==> src/rtl/multicycle_control_unit_pkg.sv <==
// Shared definitions for the multi-cycle control unit: FSM state codes,
// RV32I opcodes, immediate-generator selects, ALU op codes, status bit map
// and the conditional-branch resolution rule.
package cu_pkg;

  // FSM state codes
  localparam logic [2:0] S_FETCH  = 3'd0;
  localparam logic [2:0] S_DECODE = 3'd1;
  localparam logic [2:0] S_EXEC   = 3'd2;
  localparam logic [2:0] S_MEM    = 3'd3;
  localparam logic [2:0] S_WB     = 3'd4;
  localparam logic [2:0] S_TRAP   = 3'd5;

  // Instruction classes produced by the decoder
  typedef enum logic [2:0] {
    CLS_R,
    CLS_I,
    CLS_LOAD,
    CLS_STORE,
    CLS_BRANCH,
    CLS_ILLEGAL
  } instr_class_t;

  // Supported major opcodes
  localparam logic [6:0] OP_R      = 7'b0110011;
  localparam logic [6:0] OP_I      = 7'b0010011;
  localparam logic [6:0] OP_LOAD   = 7'b0000011;
  localparam logic [6:0] OP_STORE  = 7'b0100011;
  localparam logic [6:0] OP_BRANCH = 7'b1100011;

  // Immediate generator selects
  localparam logic [1:0] IMM_I    = 2'b00;
  localparam logic [1:0] IMM_S    = 2'b01;
  localparam logic [1:0] IMM_B    = 2'b10;
  localparam logic [1:0] IMM_NONE = 2'b11;

  // ALU operations the control unit issues directly
  localparam logic [3:0] ALU_ADD = 4'b0000;
  localparam logic [3:0] ALU_SUB = 4'b1000;

  // Status flag positions, {Z,N,C,V,rsvd} from MSB down
  localparam int ST_Z    = 4;
  localparam int ST_N    = 3;
  localparam int ST_C    = 2;
  localparam int ST_V    = 1;
  localparam int ST_RSVD = 0;

  // Supported branch funct3 codes
  localparam logic [2:0] F3_BEQ = 3'b000;
  localparam logic [2:0] F3_BNE = 3'b001;
  localparam logic [2:0] F3_BLT = 3'b100;
  localparam logic [2:0] F3_BGE = 3'b101;

  // Branch outcome from the flags of the rs1 - rs2 subtraction
  function automatic logic branch_taken(input logic [2:0] f3, input logic z,
                                        input logic n, input logic v);
    logic t;
    case (f3)
      F3_BEQ:  t = z;
      F3_BNE:  t = ~z;
      F3_BLT:  t = n ^ v;
      F3_BGE:  t = ~(n ^ v);
      default: t = 1'b0;
    endcase
    return t;
  endfunction

endpackage

==> src/rtl/multicycle_control_unit_decoder.sv <==
// Combinational instruction decoder: maps the latched instruction register
// to its class, branch-funct3 legality and the EXEC-phase ALU controls.
module cu_decoder
  import cu_pkg::*;
(
  input  logic [31:0]  ir,
  output instr_class_t cls,
  output logic         br_f3_ok,
  output logic         alusrc,
  output logic [3:0]   aluop,
  output logic [1:0]   immgen_ctrl
);

  logic [6:0] opcode;
  logic [2:0] funct3;
  logic       funct7_b5;
  logic       ir_unused;

  assign opcode    = ir[6:0];
  assign funct3    = ir[14:12];
  assign funct7_b5 = ir[30];
  // Register specifiers and immediate bits are the datapath's business
  assign ir_unused = ^{ir[31], ir[29:15], ir[11:7]};

  // Branch conditions the ALU flags can resolve
  assign br_f3_ok = (funct3 == F3_BEQ) || (funct3 == F3_BNE) ||
                    (funct3 == F3_BLT) || (funct3 == F3_BGE);

  // Class and ALU control selection by major opcode
  always_comb begin
    cls         = CLS_ILLEGAL;
    alusrc      = 1'b0;
    aluop       = ALU_ADD;
    immgen_ctrl = IMM_NONE;
    case (opcode)
      OP_R: begin
        cls   = CLS_R;
        aluop = {funct7_b5, funct3};
      end
      OP_I: begin
        // funct7[5] only distinguishes srai from srli among immediates
        cls         = CLS_I;
        alusrc      = 1'b1;
        aluop       = {(funct3 == 3'b101) ? funct7_b5 : 1'b0, funct3};
        immgen_ctrl = IMM_I;
      end
      OP_LOAD: begin
        cls         = CLS_LOAD;
        alusrc      = 1'b1;
        immgen_ctrl = IMM_I;
      end
      OP_STORE: begin
        cls         = CLS_STORE;
        alusrc      = 1'b1;
        immgen_ctrl = IMM_S;
      end
      OP_BRANCH: begin
        cls         = CLS_BRANCH;
        aluop       = ALU_SUB;
        immgen_ctrl = IMM_B;
      end
      default: ;
    endcase
  end

endmodule

==> src/rtl/multicycle_control_unit.sv <==
// Multi-cycle RV32I-subset control unit. Sequences each instruction through
// FETCH/DECODE/EXEC/MEM/WB, handles memory wait states with a timeout,
// resolves branches from ALU flags, traps on illegal encodings and counts
// retired instructions.
module multicycle_control_unit
  import cu_pkg::*;
#(
  parameter int XLEN         = 32,
  parameter int STATUS_W     = 5,
  parameter int ALUOP_W      = 4,
  parameter int MEM_WAIT_MAX = 15,
  parameter int CNT_W        = 32
) (
  input  logic                clk,
  input  logic                rst,
  input  logic [XLEN-1:0]     instr,
  input  logic                instr_valid,
  input  logic [STATUS_W-1:0] status,
  input  logic                mem_ready,
  output logic                ir_load,
  output logic                pc_write,
  output logic                pcsrc,
  output logic                alusrc,
  output logic [ALUOP_W-1:0]  aluop,
  output logic [1:0]          immgen_ctrl,
  output logic                mem_req,
  output logic                memrw,
  output logic                wb,
  output logic                regrw,
  output logic                busy,
  output logic                illegal,
  output logic                mem_timeout,
  output logic [CNT_W-1:0]    instret
);

  localparam int WAIT_W = (MEM_WAIT_MAX < 1) ? 1 : $clog2(MEM_WAIT_MAX + 1);

  logic [2:0]        state_reg, state_next;
  logic [31:0]       ir_reg;
  logic [WAIT_W-1:0] wait_reg;
  logic              illegal_reg;
  logic              timeout_reg;
  logic [CNT_W-1:0]  instret_reg;

  instr_class_t cls;
  logic         br_f3_ok;
  logic         dec_alusrc;
  logic [3:0]   dec_aluop;
  logic [1:0]   dec_imm;
  logic         taken;
  logic         wait_at_limit;
  logic         status_unused;

  // Only the 32-bit instruction word is decoded
  generate
    if (XLEN > 32) begin : g_wide_instr
      logic instr_hi_unused;
      assign instr_hi_unused = ^instr[XLEN-1:32];
    end
  endgenerate

  cu_decoder u_decoder (
    .ir          (ir_reg),
    .cls         (cls),
    .br_f3_ok    (br_f3_ok),
    .alusrc      (dec_alusrc),
    .aluop       (dec_aluop),
    .immgen_ctrl (dec_imm)
  );

  assign taken         = branch_taken(ir_reg[14:12], status[ST_Z], status[ST_N], status[ST_V]);
  assign status_unused = ^{status[ST_C], status[ST_RSVD]};
  assign wait_at_limit = (wait_reg == WAIT_W'(MEM_WAIT_MAX));

  // Next-state sequencing
  always_comb begin
    state_next = state_reg;
    case (state_reg)
      S_FETCH:  if (instr_valid) state_next = S_DECODE;
      S_DECODE: state_next = (cls == CLS_ILLEGAL) ? S_TRAP : S_EXEC;
      S_EXEC: begin
        case (cls)
          CLS_R, CLS_I:         state_next = S_WB;
          CLS_LOAD, CLS_STORE:  state_next = S_MEM;
          CLS_BRANCH:           state_next = br_f3_ok ? S_FETCH : S_TRAP;
          default:              state_next = S_TRAP;
        endcase
      end
      S_MEM: begin
        // A ready on the limit cycle still completes the access
        if (mem_ready)          state_next = (cls == CLS_LOAD) ? S_WB : S_FETCH;
        else if (wait_at_limit) state_next = S_TRAP;
      end
      S_WB:     state_next = S_FETCH;
      S_TRAP:   state_next = S_TRAP;
      default:  state_next = S_FETCH;
    endcase
  end

  // Moore-style datapath controls; branch pcsrc and MEM exit follow live inputs
  always_comb begin
    ir_load     = 1'b0;
    pc_write    = 1'b0;
    pcsrc       = 1'b0;
    alusrc      = 1'b0;
    aluop       = '0;
    immgen_ctrl = IMM_NONE;
    mem_req     = 1'b0;
    memrw       = 1'b0;
    wb          = 1'b0;
    regrw       = 1'b0;
    case (state_reg)
      S_FETCH: ir_load = instr_valid & ~rst;
      S_EXEC: begin
        alusrc      = dec_alusrc;
        aluop       = ALUOP_W'(dec_aluop);
        immgen_ctrl = dec_imm;
        if (cls == CLS_BRANCH && br_f3_ok) begin
          pc_write = 1'b1;
          pcsrc    = taken;
        end
      end
      S_MEM: begin
        mem_req  = 1'b1;
        memrw    = (cls == CLS_STORE);
        pc_write = (cls == CLS_STORE) && mem_ready;
      end
      S_WB: begin
        regrw    = 1'b1;
        wb       = (cls == CLS_LOAD);
        pc_write = 1'b1;
      end
      default: ;
    endcase
  end

  assign busy        = (state_reg != S_FETCH);
  assign illegal     = illegal_reg;
  assign mem_timeout = timeout_reg;
  assign instret     = instret_reg;

  // State register and instruction latch
  always_ff @(posedge clk or posedge rst) begin
    if (rst) begin
      state_reg <= S_FETCH;
      ir_reg    <= '0;
    end else begin
      state_reg <= state_next;
      if (state_reg == S_FETCH && instr_valid) ir_reg <= instr[31:0];
    end
  end

  // Memory wait counter: cleared on MEM entry, counts cycles without ready
  always_ff @(posedge clk or posedge rst) begin
    if (rst) begin
      wait_reg <= '0;
    end else if (state_next == S_MEM && state_reg != S_MEM) begin
      wait_reg <= '0;
    end else if (state_reg == S_MEM && state_next == S_MEM) begin
      wait_reg <= wait_reg + 1'b1;
    end
  end

  // Sticky trap causes, recorded on the transition into TRAP
  always_ff @(posedge clk or posedge rst) begin
    if (rst) begin
      illegal_reg <= 1'b0;
      timeout_reg <= 1'b0;
    end else if (state_next == S_TRAP && state_reg != S_TRAP) begin
      if (state_reg == S_MEM) timeout_reg <= 1'b1;
      else                    illegal_reg <= 1'b1;
    end
  end

  // Retired-instruction counter, one count per PC update, wraps naturally
  always_ff @(posedge clk or posedge rst) begin
    if (rst) begin
      instret_reg <= '0;
    end else if (pc_write) begin
      instret_reg <= instret_reg + 1'b1;
    end
  end

endmodule

==> config.mk <==
export PLATFORM = sky130hd
export DESIGN_NAME = multicycle_control_unit
export DESIGN_NICKNAME = d
export VERILOG_FILES = /design/src/rtl/multicycle_control_unit_pkg.sv /design/src/rtl/multicycle_control_unit_decoder.sv /design/src/rtl/multicycle_control_unit.sv
export SDC_FILE = /design/constraint.sdc
export NUM_CORES = 1
export LEC_CHECK = 0
export BUFFER_PORTS_ARGS = -buffer_cell sky130_fd_sc_hd__buf_4
export CAP_MARGIN = 20
export CORE_UTILIZATION = 54
export DETAILED_ROUTE_END_ITERATION = 10
export GPL_ROUTABILITY_DRIVEN = 0
export GPL_TIMING_DRIVEN = 0
export PLACE_DENSITY = 0.85
export RECOVER_POWER = 25
export SYNTH_ARGS = -nofsm -noshare
export SYNTH_HDL_FRONTEND = slang
export SYNTH_SLANG_ARGS = --single-unit
==> constraint.sdc <==
create_clock -name clk -period 6 [get_ports clk]
set_clock_uncertainty 0.2 [all_clocks]
set_input_delay 0.9 -clock clk [delete_from_list [all_inputs] [get_ports clk]]
set_output_delay 0.9 -clock clk [all_outputs]
set_load 0.005 [all_outputs]
==> impl_metrics.toml <==
[outcome]
status = "finished, violations left"
violations = "max-capacitance violations, max-slew violations"

[route]
topRoutingLayerUsed = "met4"
wl_met2_mm = 3.050
drt-met1-wl_mm = 2.582
met3WireLength_um = 328
dr_total_vias = 2195
drt_first_pass_iters = 4
wl_per_cell_um = 15.15
drtAntennaViolNets = 0
vias_per_cell = 5.515
drc = 0
routed_wirelength_mm = 6.029
first_iter_violations = 82

[yosys]
synth_compound_area_frac = 0.06287
yosys.area.top_type = "dfrtp_1"
synthMuxAreaShare = 0.04543
synth_xor_area_frac = 0.1124
yosysWarnings = 0
syn_area_per_cell_um2 = 10.65
synth_nets = 299
synthAdderAreaFrac = 0.009179
synthFlopType = "dfrtp_1"
ys_async_sr_fraction = 1.000
synth-edff-count = 0
synthesis.area_um2 = 2726
ys_seq_elements = 52
yosysSeqAreaShare = 0.4773
ys_types = 49
synth_top_area_frac = 0.4773
synth_top_family_by_area = "simple AND/OR/NAND/NOR gates"
synth_area_leaders = "dfrtp_1 (48%), xor2_1 (7.4%), nand4_1 (4.1%), xnor2_1 (3.9%), mux2_2 (2.9%)"
synth_cells = 256
synthSimpleGateAreaFrac = 0.2616

[placed_design]
place_ws_ps = 2580
port_buffers = 66
dpl.hpwl_mm = 4.401

[sta]
fin_crit_sh = 0.5625
worst_pin_slew_ps = 2074
hold_viol_final = 0
hold_ws_ps = 267.2
finalMaxSlewViolations = 42
finalCriticalPeriod_ps = 3375
fin_ws_ps = 2625
fin_setup_tns_ps = 0
setup_viol = 0
max_freq_mhz = 296.3
slew_headroom = -0.3823
rsz0062_at_grt = "no"

[worst_hold_path]
hold_path_end = "illegal"
min_from = "illegal"
hold_class = "reg -> reg"
hold_depth = 1

[clock_tree]
post_cts_buffers = 0
tritoncts = "yes"
root_buffer = "clkbuf_8"
numCtsBuffers = 5
clock-sinks = 52
path_clk_slew_ps = 90
cts_max_path_buffers = 2
insertion_delay_ps = 310
hold_buffers = 0
cts-resized-gates = 0
htree_num_levels = 2

[die]
rows = 25
die-area_um2 = 5337
fp.dieH_um = 73.06
start_util = 0.5697
coreArea_um2 = 4786
pin_count = 90
chipWidth_um = 73.06

[power_and_ir_drop]
p_switching_mw = 0.3171
total_power_mw = 0.9642
clock_power_share = 0.249
p_comb_frac = 0.269
seqPwrFrac = 0.482
cellInternalPower_mw = 0.6471
ir_drop_uv = 308.1
leakagePower_nw = 1.658
p_per_area_nw_per_um2 = 281.9
p_sw_frac = 0.3288

[finish]
layout_common_cells = "buf_4 (67), dfrtp_1 (52), xor2_1 (23)"
drive_gt1_frac = 0.3142
fin_util = 0.7148
nFillCells = 368
insertedDiodeCount = 0
seq_area_um2 = 1301
fin_nets = 373
layout_commonest_cell = "buf_4"
largest_reg_flops = 32
syn_to_final_growth_pct = 25.47
multiInputGateArea_um2 = 1340

[setup_path]
crit_top_cell = "buf_4"
worstPathArrival_ps = 2270
crit_slowest_cell = "nor4b_1"
r2r-start = "state_reg[1]"
start_kind = "primary input"
r2r_slack_ps = 3690
crit_fanout = 10
path_cells = "buf_4 -> nor4b_1 -> buf_2 -> and2_1 -> buf_4"
worstPathRequired_ps = 4900
critPathCaptureType = "output pin"
r2r_end = "ir_reg[1]"
critical_path_class = "in -> out"
crit_path_max_incr_delay_ps = 660
reg2reg_depth = 4

[grt]
antenna_found_initial = 0
grt_remaining_overflow = 0
grt_pass1_vias = 2172
grt_pass1_wl_mm = 10.03
grt_max_degree = 42
grtUsageTotal = 0.2481

[flow_run]
maxCapViolCount = 1
[through the flow]
stage                     instances  cell area (um^2)
after global placement          389              3306
after CTS                       398              3437
after detailed placement        390              3326
after floorplan                 256              2726
after global routing            398              3421
final                           398              3421
[area by class of cell]
cell class	instances	share of cell area
flip-flops and latches	52	0.3804
multi-input cells	187	0.3917
inverters	6	0.006584
well taps	67	0.02451
repair buffers	67	0.1459
clock buffers	5	0.02012
clock inverters	3	0.01244
plain buffers	11	0.01829
[layer usage]
metal / GRT usage / vias to the layer above
met1: 0.3003 / 1071
met2: 0.4321 / 63
met4: 0.09368 / 0
met3: 0.05387 / 4
li1: - / 1057
met5: 0 / -
[synth_stat cells, types with 3 or more instances]
cell type	instances
dfrtp_1	52
xor2_1	23
nand2_1	21
nand4_1	18
nor2_1	18
nor3_1	12
xnor2_1	12
nand3_1	11
and3_1	8
mux2_2	7
buf_2	5
inv_1	5
nor4_2	5
a21oi_1	4
mux2_1	4
o21ai_0	4
o31ai_1	3
[worst max-delay path, delay by kind of cell]
kind	cells	cell delay (ps)
buf+inv	3	540
simple gates	2	820
[cell families after synthesis]
group | count (synthesis)
flops | 52
xor+xnor | 35
mux | 11
simple gates | 116
fa+ha+maj | 2
buf+inv | 17
compound gates | 23
[worst max path at each step]
stage                     start         end  slack [ps]
finish              instr_valid     ir_load        2630
floorplan                   rst     ir_load        2630
detailed placement  instr_valid     ir_load        2580
global placement            rst     ir_load        2060
global route                rst  instret[9]        2300
CTS                 instr_valid     ir_load        2580
[power by group through the flow]
stage,logic (mW),clock network (mW),registers [mW]
3_5_place_dp,0.261,0,0.469
5_1_grt,0.289,0.259,0.474
3_3_place_gp,0.250,0,0.466
2_1_floorplan,0.181,0,0.456
6_report,0.260,0.240,0.465
4_1_cts,0.262,0.245,0.463
No activity file was read; power rests on OpenSTA's default activity.
